`config.mk`:
```
export PLATFORM = sky130hd
export DESIGN_NAME = ex_mem_wb_pipe_flat
export DESIGN_NICKNAME = d
export VERILOG_FILES = /design/src/rtl/ex_mem_wb_pipe_if.sv /design/src/rtl/ex_mem_wb_pipe.sv /design/src/flat_wrapper.sv
export SDC_FILE = /design/constraint.sdc
export NUM_CORES = 1
export LEC_CHECK = 0
export CAP_MARGIN = 20
export CELL_PAD_IN_SITES_DETAIL_PLACEMENT = 0
export CELL_PAD_IN_SITES_GLOBAL_PLACEMENT = 1
export CORE_ASPECT_RATIO = 1.1
export CORE_UTILIZATION = 28
export DETAILED_ROUTE_END_ITERATION = 6
export PLACE_DENSITY = 0.91
export SYNTH_ARGS = -nofsm -noshare
export SYNTH_HDL_FRONTEND = slang
export SYNTH_SLANG_ARGS = --single-unit
export TNS_END_PERCENT = 30
```
`constraint.sdc`:
```
create_clock -name i_clk -period 2.6 [get_ports i_clk]
set_input_delay 0.39 -clock i_clk [delete_from_list [all_inputs] [get_ports i_clk]]
set_output_delay 0.39 -clock i_clk [all_outputs]
set_load 0.1 [all_outputs]
```
`src/rtl/ex_mem_wb_pipe_if.sv`:
```
// EX/MEM/WB pipeline signal bundle: EX-stage instruction, forwarding selects,
// hazard inputs, and the forwarded/registered outputs back to the core.
interface ex_mem_wb_pipe_if;
  logic        i_ex_valid;
  logic        i_ex_rd_wren;
  logic        i_ex_is_load;
  logic [4:0]  i_ex_rd_addr;
  logic [31:0] i_ex_alu_result;
  logic [31:0] i_rs1_data;
  logic [31:0] i_rs2_data;
  logic [1:0]  i_rs1_fwd_flags;
  logic [1:0]  i_rs2_fwd_flags;
  logic [4:0]  i_id_rs1_addr;
  logic [4:0]  i_id_rs2_addr;
  logic        i_id_rs1_valid;
  logic        i_id_rs2_valid;
  logic [31:0] i_mem_load_data;
  logic        i_hold;
  logic        i_flush;

  logic [31:0] o_rs1_fwd_data;
  logic [31:0] o_rs2_fwd_data;
  logic [4:0]  o_mem_rd_addr;
  logic        o_mem_fwd_allow;
  logic [31:0] o_mem_fwd_data;
  logic        o_mem_is_load;
  logic [31:0] o_mem_store_data;
  logic [4:0]  o_wb_rd_addr;
  logic        o_wb_wren;
  logic        o_wb_fwd_allow;
  logic [31:0] o_wb_data;
  logic        o_idex_bubble;
  logic        o_id_stall;
  logic [15:0] o_stall_cnt;

  modport master (
    output i_ex_valid, i_ex_rd_wren, i_ex_is_load, i_ex_rd_addr, i_ex_alu_result,
           i_rs1_data, i_rs2_data, i_rs1_fwd_flags, i_rs2_fwd_flags,
           i_id_rs1_addr, i_id_rs2_addr, i_id_rs1_valid, i_id_rs2_valid,
           i_mem_load_data, i_hold, i_flush,
    input  o_rs1_fwd_data, o_rs2_fwd_data, o_mem_rd_addr, o_mem_fwd_allow,
           o_mem_fwd_data, o_mem_is_load, o_mem_store_data, o_wb_rd_addr,
           o_wb_wren, o_wb_fwd_allow, o_wb_data, o_idex_bubble, o_id_stall,
           o_stall_cnt
  );

  modport slave (
    input  i_ex_valid, i_ex_rd_wren, i_ex_is_load, i_ex_rd_addr, i_ex_alu_result,
           i_rs1_data, i_rs2_data, i_rs1_fwd_flags, i_rs2_fwd_flags,
           i_id_rs1_addr, i_id_rs2_addr, i_id_rs1_valid, i_id_rs2_valid,
           i_mem_load_data, i_hold, i_flush,
    output o_rs1_fwd_data, o_rs2_fwd_data, o_mem_rd_addr, o_mem_fwd_allow,
           o_mem_fwd_data, o_mem_is_load, o_mem_store_data, o_wb_rd_addr,
           o_wb_wren, o_wb_fwd_allow, o_wb_data, o_idex_bubble, o_id_stall,
           o_stall_cnt
  );
endinterface

```
`src/rtl/ex_mem_wb_pipe.sv`:
```
// EX/MEM and MEM/WB pipeline registers with operand forwarding, load-use
// bubble detection and a saturating bubble counter.
module ex_mem_wb_pipe (
  input  logic              i_clk,
  input  logic              i_rst,
  ex_mem_wb_pipe_if.slave   bus
);

  logic        mem_valid;
  logic        mem_rd_wren;
  logic        mem_is_load;
  logic [4:0]  mem_rd_addr;
  logic [31:0] mem_alu_result;
  logic [31:0] mem_store_data;

  logic        wb_valid;
  logic        wb_wren;
  logic [4:0]  wb_rd_addr;
  logic [31:0] wb_data;

  logic [15:0] stall_cnt;
  logic [31:0] rs1_fwd;
  logic [31:0] rs2_fwd;
  logic        rs1_hit;
  logic        rs2_hit;
  logic        bubble;

  // Illegal 11 select falls back to the MEM value, the youngest producer.
  function automatic logic [31:0] fwd_sel(input logic [1:0]  flags,
                                          input logic [31:0] reg_data,
                                          input logic [31:0] mem_data,
                                          input logic [31:0] wbk_data);
    case (flags)
      2'b00:   fwd_sel = reg_data;
      2'b10:   fwd_sel = wbk_data;
      default: fwd_sel = mem_data;
    endcase
  endfunction

  always_comb begin
    rs1_fwd = fwd_sel(bus.i_rs1_fwd_flags, bus.i_rs1_data, mem_alu_result, wb_data);
    rs2_fwd = fwd_sel(bus.i_rs2_fwd_flags, bus.i_rs2_data, mem_alu_result, wb_data);
    rs1_hit = bus.i_id_rs1_valid && (bus.i_id_rs1_addr == bus.i_ex_rd_addr);
    rs2_hit = bus.i_id_rs2_valid && (bus.i_id_rs2_addr == bus.i_ex_rd_addr);
    bubble  = bus.i_ex_valid && bus.i_ex_is_load && bus.i_ex_rd_wren &&
              (bus.i_ex_rd_addr != 5'd0) && !bus.i_flush && (rs1_hit || rs2_hit);
  end

  always_ff @(posedge i_clk) begin
    if (i_rst) begin
      mem_valid      <= 1'b0;
      mem_rd_wren    <= 1'b0;
      mem_is_load    <= 1'b0;
      mem_rd_addr    <= 5'd0;
      mem_alu_result <= 32'd0;
      mem_store_data <= 32'd0;
      wb_valid       <= 1'b0;
      wb_wren        <= 1'b0;
      wb_rd_addr     <= 5'd0;
      wb_data        <= 32'd0;
      stall_cnt      <= 16'd0;
    end else if (!bus.i_hold) begin
      mem_valid      <= bus.i_ex_valid & ~bus.i_flush;
      mem_rd_wren    <= bus.i_ex_rd_wren;
      mem_is_load    <= bus.i_ex_is_load;
      mem_rd_addr    <= bus.i_ex_rd_addr;
      mem_alu_result <= bus.i_ex_alu_result;
      mem_store_data <= rs2_fwd;
      wb_valid       <= mem_valid;
      wb_wren        <= mem_valid & mem_rd_wren;
      wb_rd_addr     <= mem_rd_addr;
      wb_data        <= mem_is_load ? bus.i_mem_load_data : mem_alu_result;
      if (bubble && (stall_cnt != 16'hFFFF))
        stall_cnt <= stall_cnt + 16'd1;
    end
  end

  assign bus.o_rs1_fwd_data   = rs1_fwd;
  assign bus.o_rs2_fwd_data   = rs2_fwd;
  assign bus.o_mem_rd_addr    = mem_rd_addr;
  assign bus.o_mem_fwd_allow  = mem_valid & mem_rd_wren & (mem_rd_addr != 5'd0) & ~mem_is_load;
  assign bus.o_mem_fwd_data   = mem_alu_result;
  assign bus.o_mem_is_load    = mem_valid & mem_is_load;
  assign bus.o_mem_store_data = mem_store_data;
  assign bus.o_wb_rd_addr     = wb_rd_addr;
  assign bus.o_wb_wren        = wb_valid & wb_wren;
  assign bus.o_wb_fwd_allow   = wb_valid & wb_wren & (wb_rd_addr != 5'd0);
  assign bus.o_wb_data        = wb_data;
  assign bus.o_idex_bubble    = bubble;
  assign bus.o_id_stall       = bubble | bus.i_hold;
  assign bus.o_stall_cnt      = stall_cnt;

endmodule

```
`src/flat_wrapper.sv`:
```
// flat-port wrapper written by rule: the top's interface ports become plain ports
module ex_mem_wb_pipe_flat 
  (i_clk, i_rst, bus_i_ex_valid, bus_i_ex_rd_wren, bus_i_ex_is_load, bus_i_ex_rd_addr, bus_i_ex_alu_result, bus_i_rs1_data, bus_i_rs2_data, bus_i_rs1_fwd_flags, bus_i_rs2_fwd_flags, bus_i_id_rs1_addr, bus_i_id_rs2_addr, bus_i_id_rs1_valid, bus_i_id_rs2_valid, bus_i_mem_load_data, bus_i_hold, bus_i_flush, bus_o_rs1_fwd_data, bus_o_rs2_fwd_data, bus_o_mem_rd_addr, bus_o_mem_fwd_allow, bus_o_mem_fwd_data, bus_o_mem_is_load, bus_o_mem_store_data, bus_o_wb_rd_addr, bus_o_wb_wren, bus_o_wb_fwd_allow, bus_o_wb_data, bus_o_idex_bubble, bus_o_id_stall, bus_o_stall_cnt);
  ex_mem_wb_pipe_if bus_i ();
  input  logic i_clk;
  input  logic i_rst;
  input wire logic [$bits(bus_i.i_ex_valid)-1:0] bus_i_ex_valid;
  input wire logic [$bits(bus_i.i_ex_rd_wren)-1:0] bus_i_ex_rd_wren;
  input wire logic [$bits(bus_i.i_ex_is_load)-1:0] bus_i_ex_is_load;
  input wire logic [$bits(bus_i.i_ex_rd_addr)-1:0] bus_i_ex_rd_addr;
  input wire logic [$bits(bus_i.i_ex_alu_result)-1:0] bus_i_ex_alu_result;
  input wire logic [$bits(bus_i.i_rs1_data)-1:0] bus_i_rs1_data;
  input wire logic [$bits(bus_i.i_rs2_data)-1:0] bus_i_rs2_data;
  input wire logic [$bits(bus_i.i_rs1_fwd_flags)-1:0] bus_i_rs1_fwd_flags;
  input wire logic [$bits(bus_i.i_rs2_fwd_flags)-1:0] bus_i_rs2_fwd_flags;
  input wire logic [$bits(bus_i.i_id_rs1_addr)-1:0] bus_i_id_rs1_addr;
  input wire logic [$bits(bus_i.i_id_rs2_addr)-1:0] bus_i_id_rs2_addr;
  input wire logic [$bits(bus_i.i_id_rs1_valid)-1:0] bus_i_id_rs1_valid;
  input wire logic [$bits(bus_i.i_id_rs2_valid)-1:0] bus_i_id_rs2_valid;
  input wire logic [$bits(bus_i.i_mem_load_data)-1:0] bus_i_mem_load_data;
  input wire logic [$bits(bus_i.i_hold)-1:0] bus_i_hold;
  input wire logic [$bits(bus_i.i_flush)-1:0] bus_i_flush;
  output wire logic [$bits(bus_i.o_rs1_fwd_data)-1:0] bus_o_rs1_fwd_data;
  output wire logic [$bits(bus_i.o_rs2_fwd_data)-1:0] bus_o_rs2_fwd_data;
  output wire logic [$bits(bus_i.o_mem_rd_addr)-1:0] bus_o_mem_rd_addr;
  output wire logic [$bits(bus_i.o_mem_fwd_allow)-1:0] bus_o_mem_fwd_allow;
  output wire logic [$bits(bus_i.o_mem_fwd_data)-1:0] bus_o_mem_fwd_data;
  output wire logic [$bits(bus_i.o_mem_is_load)-1:0] bus_o_mem_is_load;
  output wire logic [$bits(bus_i.o_mem_store_data)-1:0] bus_o_mem_store_data;
  output wire logic [$bits(bus_i.o_wb_rd_addr)-1:0] bus_o_wb_rd_addr;
  output wire logic [$bits(bus_i.o_wb_wren)-1:0] bus_o_wb_wren;
  output wire logic [$bits(bus_i.o_wb_fwd_allow)-1:0] bus_o_wb_fwd_allow;
  output wire logic [$bits(bus_i.o_wb_data)-1:0] bus_o_wb_data;
  output wire logic [$bits(bus_i.o_idex_bubble)-1:0] bus_o_idex_bubble;
  output wire logic [$bits(bus_i.o_id_stall)-1:0] bus_o_id_stall;
  output wire logic [$bits(bus_i.o_stall_cnt)-1:0] bus_o_stall_cnt;
  assign bus_i.i_ex_valid = bus_i_ex_valid;
  assign bus_i.i_ex_rd_wren = bus_i_ex_rd_wren;
  assign bus_i.i_ex_is_load = bus_i_ex_is_load;
  assign bus_i.i_ex_rd_addr = bus_i_ex_rd_addr;
  assign bus_i.i_ex_alu_result = bus_i_ex_alu_result;
  assign bus_i.i_rs1_data = bus_i_rs1_data;
  assign bus_i.i_rs2_data = bus_i_rs2_data;
  assign bus_i.i_rs1_fwd_flags = bus_i_rs1_fwd_flags;
  assign bus_i.i_rs2_fwd_flags = bus_i_rs2_fwd_flags;
  assign bus_i.i_id_rs1_addr = bus_i_id_rs1_addr;
  assign bus_i.i_id_rs2_addr = bus_i_id_rs2_addr;
  assign bus_i.i_id_rs1_valid = bus_i_id_rs1_valid;
  assign bus_i.i_id_rs2_valid = bus_i_id_rs2_valid;
  assign bus_i.i_mem_load_data = bus_i_mem_load_data;
  assign bus_i.i_hold = bus_i_hold;
  assign bus_i.i_flush = bus_i_flush;
  assign bus_o_rs1_fwd_data = bus_i.o_rs1_fwd_data;
  assign bus_o_rs2_fwd_data = bus_i.o_rs2_fwd_data;
  assign bus_o_mem_rd_addr = bus_i.o_mem_rd_addr;
  assign bus_o_mem_fwd_allow = bus_i.o_mem_fwd_allow;
  assign bus_o_mem_fwd_data = bus_i.o_mem_fwd_data;
  assign bus_o_mem_is_load = bus_i.o_mem_is_load;
  assign bus_o_mem_store_data = bus_i.o_mem_store_data;
  assign bus_o_wb_rd_addr = bus_i.o_wb_rd_addr;
  assign bus_o_wb_wren = bus_i.o_wb_wren;
  assign bus_o_wb_fwd_allow = bus_i.o_wb_fwd_allow;
  assign bus_o_wb_data = bus_i.o_wb_data;
  assign bus_o_idex_bubble = bus_i.o_idex_bubble;
  assign bus_o_id_stall = bus_i.o_id_stall;
  assign bus_o_stall_cnt = bus_i.o_stall_cnt;
  ex_mem_wb_pipe u_core (.i_clk(i_clk), .i_rst(i_rst), .bus(bus_i));
endmodule
```
After elaboration in Yosys (flattened, before gate mapping)
Cells that the tools add are included.

storage, ports and cells
  register bits = 127
  input bits = 156
  output and inout bits = 192

operators by class
  $add $sub $neg = 1
  equality and inequality tests = 5
  mux-type cells = 3
  bitwise gates (word level) = 11
  reductions and logical operators = 16

operator list
  kind                     count
  $pmux W32 S2             2
  $mux W32                 1
  $add A16 B1 Y16 const B  1
  $ne A16 B16 Y1 const B   1
  $reduce_bool A5 Y1       3
  $eq A5 B5 Y1             2
  $logic_and A1 B1 Y1      8
  $and A1 B1 Y1            7
  $eq A2 B2 Y1 const B     2
  $logic_not A2 Y1         2
  $not A1 Y1               3
  $reduce_and A2 Y1        1
  $logic_not A1 Y1         1
  $logic_or A1 B1 Y1       1
  $or A1 B1 Y1             1

Logic depth before layout (Yosys ltp)
  depth after elaboration = 7
  depth in mapped cells = 8
  mapped depth without buffers = 6

Worst setup path after synthesis
No wires, ideal clock.

  path type = reg2out
  start = reg u_core.mem_rd_addr[4], in the netlist u_core.bus.o_mem_rd_addr[4]
  end = out bus_o_mem_fwd_allow
  data arrival time = 3.414 ns
  required time = 2.210 ns
  setup slack = -1.204 ns
  stages on the path, launching flop included = 3
  path buffers = 0
  path through = dfxtp_1 nor3_1 a211oi_1

on the way
  longest elaborated chain between the ends = 3

RTL lines
  what                        RTL line              text
  from (decl)                 ex_mem_wb_pipe.sv:12  logic [4:0] mem_rd_addr;
  from (signal assigned)      ex_mem_wb_pipe.sv:66  mem_rd_addr <= bus.i_ex_rd_addr;
  $reduce_bool A5 Y1          ex_mem_wb_pipe.sv:81  assign bus.o_mem_fwd_allow = mem_valid & mem_rd_wren & (mem_rd_addr != 5'd0) & ~mem_is_load;
  $and A1 B1 Y1 (2 in a row)  ex_mem_wb_pipe.sv:81
  to (decl)                   flat_wrapper.sv:26    output wire logic [$bits(bus_i.o_mem_fwd_allow)-1:0] bus_o_mem_fwd_allow;

No other way between the ends.

Final worst setup path
  start = in bus_i_id_rs1_addr[3]
  end = out bus_o_id_stall

on the way
  longest elaborated chain between the ends = 5

RTL lines
  what                 RTL line              text
  from (decl)          flat_wrapper.sv:16    input wire logic [$bits(bus_i.i_id_rs1_addr)-1:0] bus_i_id_rs1_addr;
  $eq A5 B5 Y1         ex_mem_wb_pipe.sv:43  rs1_hit = bus.i_id_rs1_valid && (bus.i_id_rs1_addr == bus.i_ex_rd_addr);
  $logic_and A1 B1 Y1  ex_mem_wb_pipe.sv:43
  $logic_or A1 B1 Y1   ex_mem_wb_pipe.sv:46  (bus.i_ex_rd_addr != 5'd0) && !bus.i_flush && (rs1_hit || rs2_hit);
  $logic_and A1 B1 Y1  ex_mem_wb_pipe.sv:46
  $or A1 B1 Y1         ex_mem_wb_pipe.sv:90  assign bus.o_id_stall = bubble | bus.i_hold;
  to (decl)            flat_wrapper.sv:35    output wire logic [$bits(bus_i.o_id_stall)-1:0] bus_o_id_stall;

No other way between the ends.

==> metrics.log <==
INFO  metric outcome = finished clean
INFO  metric layout.cells.most_common_list = 173 x sky130_fd_sc_hd__mux2i_1, 163 x sky130_fd_sc_hd__nor2_1, 151 x sky130_fd_sc_hd__buf_4, 145 x sky130_fd_sc_hd__clkdlybuf4s50_1, 126 x sky130_fd_sc_hd__dfxtp_1
INFO  metric syn-num-nets = 939
INFO  metric rr_worst_depth = 8
INFO  metric critical_path.startpoint = bus_i_id_rs1_addr[3]
INFO  metric placedCellCount = around 1400
INFO  metric die_y = 163 um
INFO  metric hold_path_depth = 2
INFO  metric post_drt_wl_per_cell = around 17 um
INFO  metric critical_path.max_fanout = 2
INFO  metric worst_r2r_endpoint = u_core.bus.o_stall_cnt[1]
INFO  metric worstPathArrival = between 2 and 2.5 ns
INFO  metric grt.overflow.total = 0
INFO  metric clk-insertion-delay-late = about 0.42 ns
INFO  metric cts-buffers-inserted = 17
INFO  metric post-route-cell-area = between 10000 and 15000 um2
INFO  metric yosys_warnings = 0
INFO  metric synthesis.instances = ~780
INFO  metric grt_antenna_before_repair = 0
INFO  metric synth.yosys.seq_area_share = between 30% and 40%
INFO  metric final_common_cell = sky130_fd_sc_hd__mux2i_1
INFO  metric syn-mean-instance-area = approximately 8.5 um2
INFO  metric grt_first_pass_wirelength = approximately 37000 um
INFO  metric cellLeakagePower = about 5.0 nW
INFO  metric remaining_drc_errors = 0
INFO  metric areaGrowthSynthToFinish = 74.6%
INFO  metric min_delay_worst_endpoint = u_core.bus.o_wb_data[0]
INFO  metric setup_violations = 0
INFO  metric vdd.ir_drop.worst = 0.397 mV
INFO  metric power_per_cell_area = 599 nW/um2
INFO  metric ctsLongestPathBuffers = 2
INFO  metric final_hold_violating_endpoints = 0
INFO  metric fp-row-count = 58
INFO  metric required = approximately 2.2 ns
INFO  metric route.antenna.remaining_nets = 0
INFO  metric finalMaxSlewViolations = 0
INFO  metric postCtsSetupBuffers = 0
INFO  metric initial_utilization = approximately 29%
INFO  metric final.period_utilization = around 96%
INFO  metric gp_congestion = around 0.82
INFO  metric numPortBuffers = between 300 and 400
INFO  metric holdCritStartpoint = i_rst
INFO  metric nFillCells = 2188
INFO  metric fin_ws = about 0.11 ns
INFO  metric final-instance-count-excl-fill = roughly 1400
INFO  metric grt_start_max_net_pins = 80
INFO  metric final_net_count = approximately 1300
INFO  metric min_path_type = in -> reg
INFO  metric cts_hold_buf = 0
INFO  metric ys_ff_latch = 127
INFO  metric cts_sinks = between 100 and 150
INFO  metric detailed_place.area = about 11000 um2
INFO  metric reg2reg_setup_slack = between 0.3 and 0.4 ns
INFO  metric first_global_vias = about 6600
INFO  metric worst_setup_path_start_kind = input pin
INFO  metric ios = ~350
INFO  metric setup_tns = 0 ns
INFO  metric detailedPlacementHpwl = roughly 18000 um
INFO  metric max_slew.worst_pin.slew = between 0.4 and 0.5 ns
INFO  metric coreArea = 23100 um2
INFO  metric synth.lib_cells_used.distinct = a little over 40
INFO  metric tritoncts = yes
INFO  metric layout-drive-gt1-share = 28.4%
INFO  metric grtUsageTotal = between 20% and 30%
INFO  metric max_clock_freq = between 400 and 500 MHz
INFO  metric worst_clock_skew = roughly 0.011 ns
INFO  metric drt_first_pass_iters = 6
INFO  metric synth.cell_area = between 6000 and 7000 um2
INFO  metric timing.critical_path.to_type = primary output
INFO  metric cts_root_buf = sky130_fd_sc_hd__clkbuf_16
INFO  metric slew_headroom = between 60% and 70%
INFO  metric postRouteWirelength = 24800 um
INFO  metric max_cap_violations = 0
INFO  metric setup.worst_path.class = in -> out
INFO  metric htreeDepth = 4
INFO  metric rsz_0062_raised_after_global_routing = false
INFO  metric dieWidth = 149 um
INFO  metric routed_via_density = about 4.7
INFO  metric route.vias.total = 6774
INFO  metric dr.first_iter.drc_count = 243
INFO  metric regToRegStartpoint = u_core.bus.o_stall_cnt[0]
INFO  metric floorplan.die_area = around 24000 um2
INFO  metric antenna_cells_inserted = 0
INFO  metric dp_slack = -0.153 ns
INFO  metric cts.clk_slew.worst_paths = approximately 0.060 ns
INFO  metric clock_period_minus_worst_slack = around 2.5 ns
==> Yosys cell counts <==
library cell | number | area share (%)
sky130_fd_sc_hd__mux2i_1 | 173 | 26
sky130_fd_sc_hd__inv_2 | 1 | 0.057
sky130_fd_sc_hd__nor4_1 | 7 | 0.66
sky130_fd_sc_hd__or4_1 | 3 | 0.34
sky130_fd_sc_hd__o21ba_2 | 1 | 0.15
sky130_fd_sc_hd__buf_8 | 1 | 0.23
sky130_fd_sc_hd__or2_2 | 2 | 0.19
sky130_fd_sc_hd__nand3_2 | 1 | 0.15
sky130_fd_sc_hd__clkbuf_1 | 36 | 2.0
sky130_fd_sc_hd__nor3_2 | 5 | 0.76
sky130_fd_sc_hd__and2_1 | 2 | 0.19
sky130_fd_sc_hd__o31ai_1 | 1 | 0.11
sky130_fd_sc_hd__dfxtp_1 | 127 | 38
sky130_fd_sc_hd__buf_4 | 1 | 0.11
sky130_fd_sc_hd__nor2_1 | 163 | 9.2
sky130_fd_sc_hd__nand3_1 | 5 | 0.38
sky130_fd_sc_hd__buf_1 | 16 | 0.91
sky130_fd_sc_hd__xor2_1 | 8 | 1.1
sky130_fd_sc_hd__nor3_1 | 3 | 0.23
sky130_fd_sc_hd__mux2_4 | 5 | 1.1
sky130_fd_sc_hd__a21oi_1 | 37 | 2.8
sky130_fd_sc_hd__buf_6 | 2 | 0.34
sky130_fd_sc_hd__mux2_2 | 8 | 1.4
sky130_fd_sc_hd__xnor2_1 | 2 | 0.26
sky130_fd_sc_hd__and2_0 | 1 | 0.094
sky130_fd_sc_hd__inv_1 | 1 | 0.057
sky130_fd_sc_hd__nand2_1 | 70 | 4.0
sky130_fd_sc_hd__nor2b_1 | 13 | 1.2
sky130_fd_sc_hd__o211ai_4 | 1 | 0.32
sky130_fd_sc_hd__nor3b_1 | 4 | 0.45
sky130_fd_sc_hd__o21a_1 | 2 | 0.23
sky130_fd_sc_hd__o21ai_0 | 65 | 4.9
sky130_fd_sc_hd__o2111ai_1 | 1 | 0.13
sky130_fd_sc_hd__a32oi_1 | 1 | 0.13
sky130_fd_sc_hd__buf_2 | 5 | 0.38
sky130_fd_sc_hd__nor4b_1 | 1 | 0.13
sky130_fd_sc_hd__or3_1 | 2 | 0.19
sky130_fd_sc_hd__nand4_1 | 2 | 0.19
sky130_fd_sc_hd__ha_1 | 1 | 0.19
sky130_fd_sc_hd__nand4b_1 | 1 | 0.13
sky130_fd_sc_hd__a211oi_1 | 1 | 0.11
==> critical path, cell delays in order <==
cell and delay (ns):
sky130_fd_sc_hd__clkdlybuf4s50_1 0.41, sky130_fd_sc_hd__xor2_1 0.16, sky130_fd_sc_hd__nor4_2 0.35, sky130_fd_sc_hd__buf_4 0.18, sky130_fd_sc_hd__a32oi_4 0.11, sky130_fd_sc_hd__nor2b_2 0.17, sky130_fd_sc_hd__or2_2 0.16, sky130_fd_sc_hd__buf_12 0.17
==> report_power, final <==
group          switching [mW]  internal [mW]
clock                   0.932           1.34
combinational            1.69          0.838
sequential             0.0968           2.03
total                    2.72           4.21
==> cell families (layout without fill, tap and decap cells) <==
logic type / after synthesis / count (layout) / synth area share (%)
and+or+nand+nor: 285 / 285 / 18.5
muxes: 186 / 186 / 28.6
DFF: 127 / 127 / 38.4
AOI/OAI and AO/OA: 110 / 110 / 8.89
buffers and inverters: 63 / 409 / 4.12
xor gates and xnor gates: 10 / 10 / 1.32
adders and majority gates: 1 / 1 / 0.189
==> worst max path at each step <==
stage                                           end  slack (ns)
after detailed placement  u_core.bus.o_stall_cnt[5]       -0.15
after global routing                 bus_o_id_stall        0.03
after CTS                            bus_o_id_stall        0.05
final                                bus_o_id_stall        0.11
after global placement    u_core.bus.o_stall_cnt[5]       -0.14
after floorplan              bus_o_rs1_fwd_data[11]       -0.37
==> per-layer routing <==
layer  vias to the layer above  part of all wire [%]  GRT usage [%]
li1                       3360                     -              -
met1                      3146                    41           24.0
met2                       243                    50           35.5
met3                        25                   6.6           5.06
met4                         0                   1.5           5.86
met5                         -                     0              0
==> per-stage QoR <==
stage,utilization [%],hold WS (ns),power (mW)
after floorplan,-,0.451,3.80
after global placement,47.5,0.467,4.69
after detailed placement,47.5,0.480,4.70
after CTS,50.0,0.392,7.01
after global routing,50.1,0.419,7.20
final,50.1,0.408,6.93
==> sequential cells by signal, summed over array words and instances (netlist names) <==
name / flops
u_core.mem_is_load: 1
u_core.bus.o_mem_fwd_data: 32
u_core.wb_valid: 1
u_core.bus.o_mem_rd_addr: 5
u_core.mem_valid: 1
u_core.mem_rd_wren: 1
u_core.bus.o_wb_data: 32
u_core.bus.o_mem_store_data: 32
u_core.wb_wren: 1
u_core.bus.o_stall_cnt: 16
u_core.bus.o_wb_rd_addr: 5
==> timing repair <==
action                     in CTS  in global routing
setup endpoints to repair       2                  2
resized for setup               2                  6
pin swaps                       0                  3
==> cell type report <==
type	instances	area, um2	share of cell area [%]
Multi-Input combinational cell	592	3980	34.4
Tap cell	300	375	3.24
Inverter	2	7.51	0.0649
Clock inverter	12	114	0.984
Sequential cell	127	2540	22.0
Timing Repair Buffer	376	4110	35.5
Clock buffer	19	443	3.83
Power figures use the tool's default switching activity.
